**config.mk**
```make
export PLATFORM = sky130hd
export DESIGN_NAME = seq_divide_operation
export DESIGN_NICKNAME = d
export VERILOG_FILES = /design/src/rtl/seq_divide_pkg.sv /design/src/rtl/seq_divide_operation_step.sv /design/src/rtl/seq_divide_operation.sv
export SDC_FILE = /design/constraint.sdc
export NUM_CORES = 1
export LEC_CHECK = 0
export ABC_CLOCK_PERIOD_IN_PS = 4100
export CAP_MARGIN = 20
export CORE_MARGIN = 2
export CORE_UTILIZATION = 58
export DETAILED_ROUTE_END_ITERATION = 12
export PLACE_DENSITY = 0.84
export SLEW_MARGIN = 20
export SYNTH_ARGS = -nofsm -noshare
export SYNTH_HDL_FRONTEND = slang
export SYNTH_SLANG_ARGS = --single-unit
```
**constraint.sdc**
```tcl
create_clock -name clk -period 4.1 [get_ports clk]
set_input_delay 0.82 -clock clk [delete_from_list [all_inputs] [get_ports clk]]
set_output_delay 0.82 -clock clk [all_outputs]
set_load 0.03 [all_outputs]
```
**src/rtl/seq_divide_pkg.sv**
```systemverilog
// -----------------------------------------------------------------------------
// seq_divide_pkg
// Shared types and helpers for the sequential restoring divider.
//   div_state_t    : controller states (IDLE, CALC, DONE)
//   DIV_DEFAULT_W  : default operand width
//   div_cnt_width  : width of the iteration counter (must hold WIDTH-1)
// -----------------------------------------------------------------------------
package seq_divide_pkg;

  localparam int DIV_DEFAULT_W = 4;

  typedef enum logic [1:0] {
    IDLE = 2'd0,
    CALC = 2'd1,
    DONE = 2'd2
  } div_state_t;

  // clog2(WIDTH) holds WIDTH-1 for every legal width; floor at 1 bit.
  function automatic int div_cnt_width(input int width);
    return (width <= 2) ? 1 : $clog2(width);
  endfunction

endpackage

```
**src/rtl/seq_divide_operation_step.sv**
```systemverilog
// -----------------------------------------------------------------------------
// div_restore_step
// One combinational iteration of restoring division.
//   rem_i      : current partial remainder (always < divisor_i)
//   divisor_i  : divisor
//   bit_i      : next dividend bit shifted into the remainder
//   rem_o      : partial remainder after the trial subtract / restore
//   q_bit_o    : quotient bit produced by this iteration
// -----------------------------------------------------------------------------
module div_restore_step #(
  parameter int WIDTH = 4
) (
  input  logic [WIDTH-1:0] rem_i,
  input  logic [WIDTH-1:0] divisor_i,
  input  logic             bit_i,
  output logic [WIDTH-1:0] rem_o,
  output logic             q_bit_o
);

  logic [WIDTH:0]   shifted;
  logic [WIDTH+1:0] trial;

  always_comb begin
    shifted = {rem_i, bit_i};
    // Extra top bit acts as the borrow of the trial subtract.
    trial   = {1'b0, shifted} - {2'b00, divisor_i};
    // A non-negative trial is below divisor_i and so fits in WIDTH bits;
    // either of the two top bits set means the subtract went negative.
    q_bit_o = ~|trial[WIDTH+1:WIDTH];
    rem_o   = q_bit_o ? trial[WIDTH-1:0] : shifted[WIDTH-1:0];
  end

endmodule

```
**src/rtl/seq_divide_operation.sv**
```systemverilog
// -----------------------------------------------------------------------------
// seq_divide_operation
// Multi-cycle restoring divider, one quotient bit per clock, with a
// start/busy/done handshake. Divide by zero completes in one cycle with
// quotient = all ones, remainder = dividend and div_by_zero set.
//
// Ports:
//   clk, rst        : rising-edge clock, asynchronous active-high reset
//   start           : request, honoured only in IDLE or DONE
//   is_signed       : (SEQ_DIVIDE_SIGNED_EN only) two's-complement operands
//   dividend/divisor: operands, captured on an accepted start
//   busy            : high while iterating (CALC)
//   done            : one-cycle pulse, results valid that cycle
//   quotient/remainder/div_by_zero : last result, held until the next result
//
// Build option: define SEQ_DIVIDE_SIGNED_EN to add signed division
// (magnitude divide, sign fix-up applied on entry to DONE).
// -----------------------------------------------------------------------------
module seq_divide_operation
  import seq_divide_pkg::*;
#(
  parameter int WIDTH = DIV_DEFAULT_W
) (
  input  logic             clk,
  input  logic             rst,
  input  logic             start,
`ifdef SEQ_DIVIDE_SIGNED_EN
  input  logic             is_signed,
`endif
  input  logic [WIDTH-1:0] dividend,
  input  logic [WIDTH-1:0] divisor,
  output logic             busy,
  output logic             done,
  output logic [WIDTH-1:0] quotient,
  output logic [WIDTH-1:0] remainder,
  output logic             div_by_zero
);

  localparam int               CNT_W    = div_cnt_width(WIDTH);
  localparam logic [CNT_W-1:0] CNT_LAST = CNT_W'(WIDTH - 1);

  div_state_t       state_q;
  logic [WIDTH-1:0] rem_q;        // partial remainder
  logic [WIDTH-1:0] q_sr_q;       // dividend bits out, quotient bits in
  logic [WIDTH-1:0] divisor_q;
  logic [CNT_W-1:0] cnt_q;
  logic [WIDTH-1:0] quotient_q;
  logic [WIDTH-1:0] remainder_q;
  logic             dbz_q;

  logic [WIDTH-1:0] dividend_mag_d;
  logic [WIDTH-1:0] divisor_mag_d;
  logic [WIDTH-1:0] step_rem_d;
  logic             step_q_bit_d;
  logic [WIDTH-1:0] quotient_d;
  logic [WIDTH-1:0] remainder_d;

`ifdef SEQ_DIVIDE_SIGNED_EN
  logic q_neg_q, r_neg_q;
  logic q_neg_d, r_neg_d;
`endif

  div_restore_step #(.WIDTH(WIDTH)) u_step (
    .rem_i     (rem_q),
    .divisor_i (divisor_q),
    .bit_i     (q_sr_q[WIDTH-1]),
    .rem_o     (step_rem_d),
    .q_bit_o   (step_q_bit_d)
  );

  // Operand conditioning: the core always divides magnitudes.
  always_comb begin
    // NOTE: every variable gets a default before any branch so no latch is inferred.
    dividend_mag_d = dividend;
    divisor_mag_d  = divisor;
`ifdef SEQ_DIVIDE_SIGNED_EN
    q_neg_d = 1'b0;
    r_neg_d = 1'b0;
    if (is_signed) begin
      // Remainder follows the dividend; quotient sign is the XOR of both.
      r_neg_d = dividend[WIDTH-1];
      q_neg_d = dividend[WIDTH-1] ^ divisor[WIDTH-1];
      // Negating the most-negative value yields its own bit pattern, which
      // is the correct unsigned magnitude.
      if (dividend[WIDTH-1]) dividend_mag_d = -dividend;
      if (divisor[WIDTH-1])  divisor_mag_d  = -divisor;
    end
`endif
  end

  // Final result as it will look on entry to DONE (last step folded in).
  always_comb begin
    quotient_d  = {q_sr_q[WIDTH-2:0], step_q_bit_d};
    remainder_d = step_rem_d;
`ifdef SEQ_DIVIDE_SIGNED_EN
    if (q_neg_q) quotient_d  = -quotient_d;
    if (r_neg_q) remainder_d = -remainder_d;
`endif
  end

  // NOTE: sequential state uses non-blocking assignments only, so every
  // register samples the pre-edge values regardless of statement order.
  always_ff @(posedge clk or posedge rst) begin
    if (rst) begin
      state_q     <= IDLE;
      rem_q       <= '0;
      q_sr_q      <= '0;
      divisor_q   <= '0;
      cnt_q       <= '0;
      quotient_q  <= '0;
      remainder_q <= '0;
      dbz_q       <= 1'b0;
`ifdef SEQ_DIVIDE_SIGNED_EN
      q_neg_q     <= 1'b0;
      r_neg_q     <= 1'b0;
`endif
    end else begin
      case (state_q)
        IDLE, DONE: begin
          if (start) begin
            if (divisor != '0) begin
              rem_q     <= '0;
              q_sr_q    <= dividend_mag_d;
              divisor_q <= divisor_mag_d;
              cnt_q     <= CNT_LAST;
              dbz_q     <= 1'b0;
`ifdef SEQ_DIVIDE_SIGNED_EN
              q_neg_q   <= q_neg_d;
              r_neg_q   <= r_neg_d;
`endif
              state_q   <= CALC;
            end else begin
              // Zero divisor short-circuits straight to DONE.
              quotient_q  <= '1;
              remainder_q <= dividend;
              dbz_q       <= 1'b1;
              state_q     <= DONE;
            end
          end else begin
            state_q <= IDLE;
          end
        end

        CALC: begin
          rem_q  <= step_rem_d;
          q_sr_q <= {q_sr_q[WIDTH-2:0], step_q_bit_d};
          cnt_q  <= cnt_q - 1'b1;
          if (cnt_q == '0) begin
            quotient_q  <= quotient_d;
            remainder_q <= remainder_d;
            state_q     <= DONE;
          end
        end

        default: state_q <= IDLE;
      endcase
    end
  end

  assign busy        = (state_q == CALC);
  assign done        = (state_q == DONE);
  assign quotient    = quotient_q;
  assign remainder   = remainder_q;
  assign div_by_zero = dbz_q;

endmodule

```
==> results.py <==
metrics = {
    "layout": {
        "seqCellArea_um2": 625.6,
        "nFillCells": 196,
        "synthToLayoutAreaGrowth_pct": 14.13,
        "finalNetCount": 200,
        "fin_util_pct": 69.75,
        "drive_gt1_share_pct": 9.341,
        "multi_input_comb_area_um2": 782.0,
        "n_antenna_cell": 0,
    },
    "clock_tree": {
        "cts_resized": 0,
        "cts_setup_buffers": 0,
        "clock_sinks": 25,
        "cts-root-buf": "clkbuf_4",
        "cts_buffer_depth": 2,
        "clock_latency_ns": 0.32,
        "cts_hold_buf": 0,
        "numCtsBuffers": 3,
        "cts.clk_slew.worst_paths_ns": 0.13,
        "cts_tree": "built",
        "htreeDepth": 1,
    },
    "worst_setup_path": {
        "r2r-start": "q_sr_q[3]$_DFFE_PP0P_",
        "cp-start-kind": "flip-flop",
        "critPathArrivalTime_ns": 2.16,
        "crit-reg2reg-capture": "rem_q[0]$_DFFE_PP0P_",
        "timing.critical_path.to": "busy",
        "setup.worst_path.start": "state_q[1]$_DFFE_PP0N_",
        "worst_ep_required_time_ns": 3.28,
        "r2r_cells": 9,
        "critical_path_class": "flip-flop to output port",
        "cp-end-kind": "output port",
        "worstPathMaxFanout": 14,
        "reg2reg_slack_ns": 1.64,
    },
    "status": {
        "run_status": "finished clean",
    },
    "grt": {
        "grt.overflow.total": 0,
        "antenna_found_initial": 0,
        "grt_pass1_vias": 1221,
        "grt_start_max_net_pins": 26,
        "grt.total_usage_pct": 24.66,
        "grt_pass1_wl_um": 5326,
    },
    "yosys": {
        "synth.area.top_cells": "dfrtp_1, nand2_1, ha_1",
        "synth_area_leader_cell": "dfrtp_1",
        "yosys.area_share.adder_pct": 5.455,
        "syn_area_per_cell_um2": 9.120,
        "ys_types": 47,
        "synth_xor_area_share_pct": 0.5785,
        "synth-seq-cells": 25,
        "async_flop_share_pct": 100.0,
        "synth_top_family_by_area": "compound AO/OA/AOI/OAI gates",
        "synth_compound_area_share_pct": 25.45,
        "synth-simple-area-share_pct": 17.36,
        "synth.area.mux_share_pct": 2.810,
        "yosysMostFrequentCell": "dfrtp_1",
        "ys.flop_type": "dfrtp_1",
        "yosysSeqAreaShare_pct": 41.32,
        "synthCells": 166,
        "synth_top_area_share_pct": 41.32,
        "synth.cell_area_mm2": 0.001514,
        "synth_edf_count": 0,
        "yosys_warnings": 0,
        "synthTopCellsByCount": "dfrtp_1, nand2_1, o21ai_0",
        "synth_nets": 183,
    },
    "floorplanning": {
        "dieArea_mm2": 0.003035,
        "die_h_um": 55.09,
        "die_x_um": 55.09,
        "core_area_mm2": 0.002477,
        "start_util_pct": 61.11,
        "io_pins": 22,
        "std_cell_rows": 18,
    },
    "routing": {
        "vias": 1261,
        "antenna_left": 0,
        "wl_um": 3184,
        "post_drt_wl_per_cell_um": 15.02,
        "drt_iter0_drc": 29,
        "drt_drc_violations_left": 0,
        "dr.pass1.iters": 4,
        "avgViaCountPerCell": 5.948,
    },
    "power": {
        "p_leak_nw": 0.7331,
        "power_density_mw_per_mm2": 949.3,
        "max-vdd-ir-drop_v": 0.0007023,
    },
    "place": {
        "portBuffers": 21,
        "dp_slack_ns": 1.513,
        "hpwl_um": 2409,
        "globalplace.congestion": 0.7891,
    },
    "timing": {
        "fin_crit_ns": 2.976,
        "setup_violations": 0,
        "relSlewSlack_pct": 38.15,
        "clock.fmax_ghz": 0.3360,
        "tightest_slew_ns": 0.9267,
        "rsz0062_at_grt": "false",
        "setup_tns_ns": 0,
        "hold_viol": 0,
        "slew_violations": 0,
        "fin_skew_ns": 0.001412,
        "period_share_pct": 72.59,
        "fin_ws_ns": 1.124,
    },
    "min_path": {
        "hp-class": "flip-flop to flip-flop",
    },
    "run": {
        "drv_cap": 0,
    },
}
==> state kept, by name, summed over array words and instances, names as in the netlist <==
| name | cells |
|---|---|
| remainder | 4 |
| state_q | 2 |
| quotient | 4 |
| div_by_zero | 1 |
| q_sr_q | 4 |
| cnt_q | 2 |
| rem_q | 4 |
| divisor_q | 4 |
==> per-stage QoR <==
step	cells	power, W	hold slack [ns]	area (um^2)
after floorplan	166	0.001266	0.4445	1514
after global placement	208	0.001486	0.4607	1700
after detailed placement	208	0.001522	0.4704	1700
after CTS	212	0.001636	0.5004	1728
after global routing	212	0.001777	0.5325	1728
final	212	0.001640	0.5005	1728
==> routing by layer <==
metal  vias to the layer above  track usage (%)  routed length, um
met3                         6            2.688                118
met1                       593            32.46               1452
li1                        624                -                  -
met2                        38            41.07               1555
met5                         -                0                  0
met4                         0            10.98                 57
==> worst max-delay path, cell delays in order, from the launching register on <==
cell and delay [ns]:
dfrtp_1 0.39, nand2b_1 0.33, inv_1 0.37, clkdlybuf4s50_1 0.74
==> final cells by class <==
cell class / count / share of cell area, %
sequential: 25 / 36.21
clock buffer: 3 / 1.303
inverter: 12 / 2.607
clock inverter: 1 / 0.2896
multi-input combinational: 120 / 45.26
timing repair buffer: 21 / 12.17
tap: 30 / 2.172
==> worst min-delay path by stage <==
stage | start | endpoint | slack, ns | cells past startpoint
6_report | div_by_zero$_DFFE_PP0P_ | div_by_zero$_DFFE_PP0P_ | 0.50 | 2
5_1_grt | cnt_q[0]$_DFFE_PP0P_ | cnt_q[0]$_DFFE_PP0P_ | 0.53 | 1
4_1_cts | cnt_q[0]$_DFFE_PP0P_ | cnt_q[0]$_DFFE_PP0P_ | 0.50 | 1
3_5_place_dp | div_by_zero$_DFFE_PP0P_ | div_by_zero$_DFFE_PP0P_ | 0.47 | 2
3_3_place_gp | div_by_zero$_DFFE_PP0P_ | div_by_zero$_DFFE_PP0P_ | 0.46 | 2
2_1_floorplan | cnt_q[0]$_DFFE_PP0P_ | cnt_q[0]$_DFFE_PP0P_ | 0.44 | 1
==> placed cells by master, fill, tap and decap left out, drive strengths merged, types with 2 or more instances in the layout <==
cell / instances
o21bai: 2
nor2: 12
o22ai: 6
dfrtp: 25
or3: 2
a21o: 2
clkdlybuf4s50: 21
a22oi: 3
o21ai: 19
mux2i: 2
nand2b: 4
inv: 12
nand3b: 2
o31ai: 2
a21oi: 13
clkbuf: 3
nand2: 20
nor2b: 2
o2111ai: 2
ha: 5
and2: 3
a211oi: 4
mux2: 2
==> cell families (layout without fill, tap and decap cells) <==
logic type	Yosys count	count (layout)
compound gates	59	59
simple gates	50	50
flops	25	25
buf+inv	21	37
fa+ha+maj	6	6
mux	4	4
xor+xnor	1	1
==> report_power, final <==
group          total (W)  internal, W  switching, W
clock           0.000110    0.0000365     0.0000734
combinational    0.00107     0.000439      0.000630
sequential      0.000462     0.000363     0.0000989
Note: power is estimated with default switching activity, not from simulation.
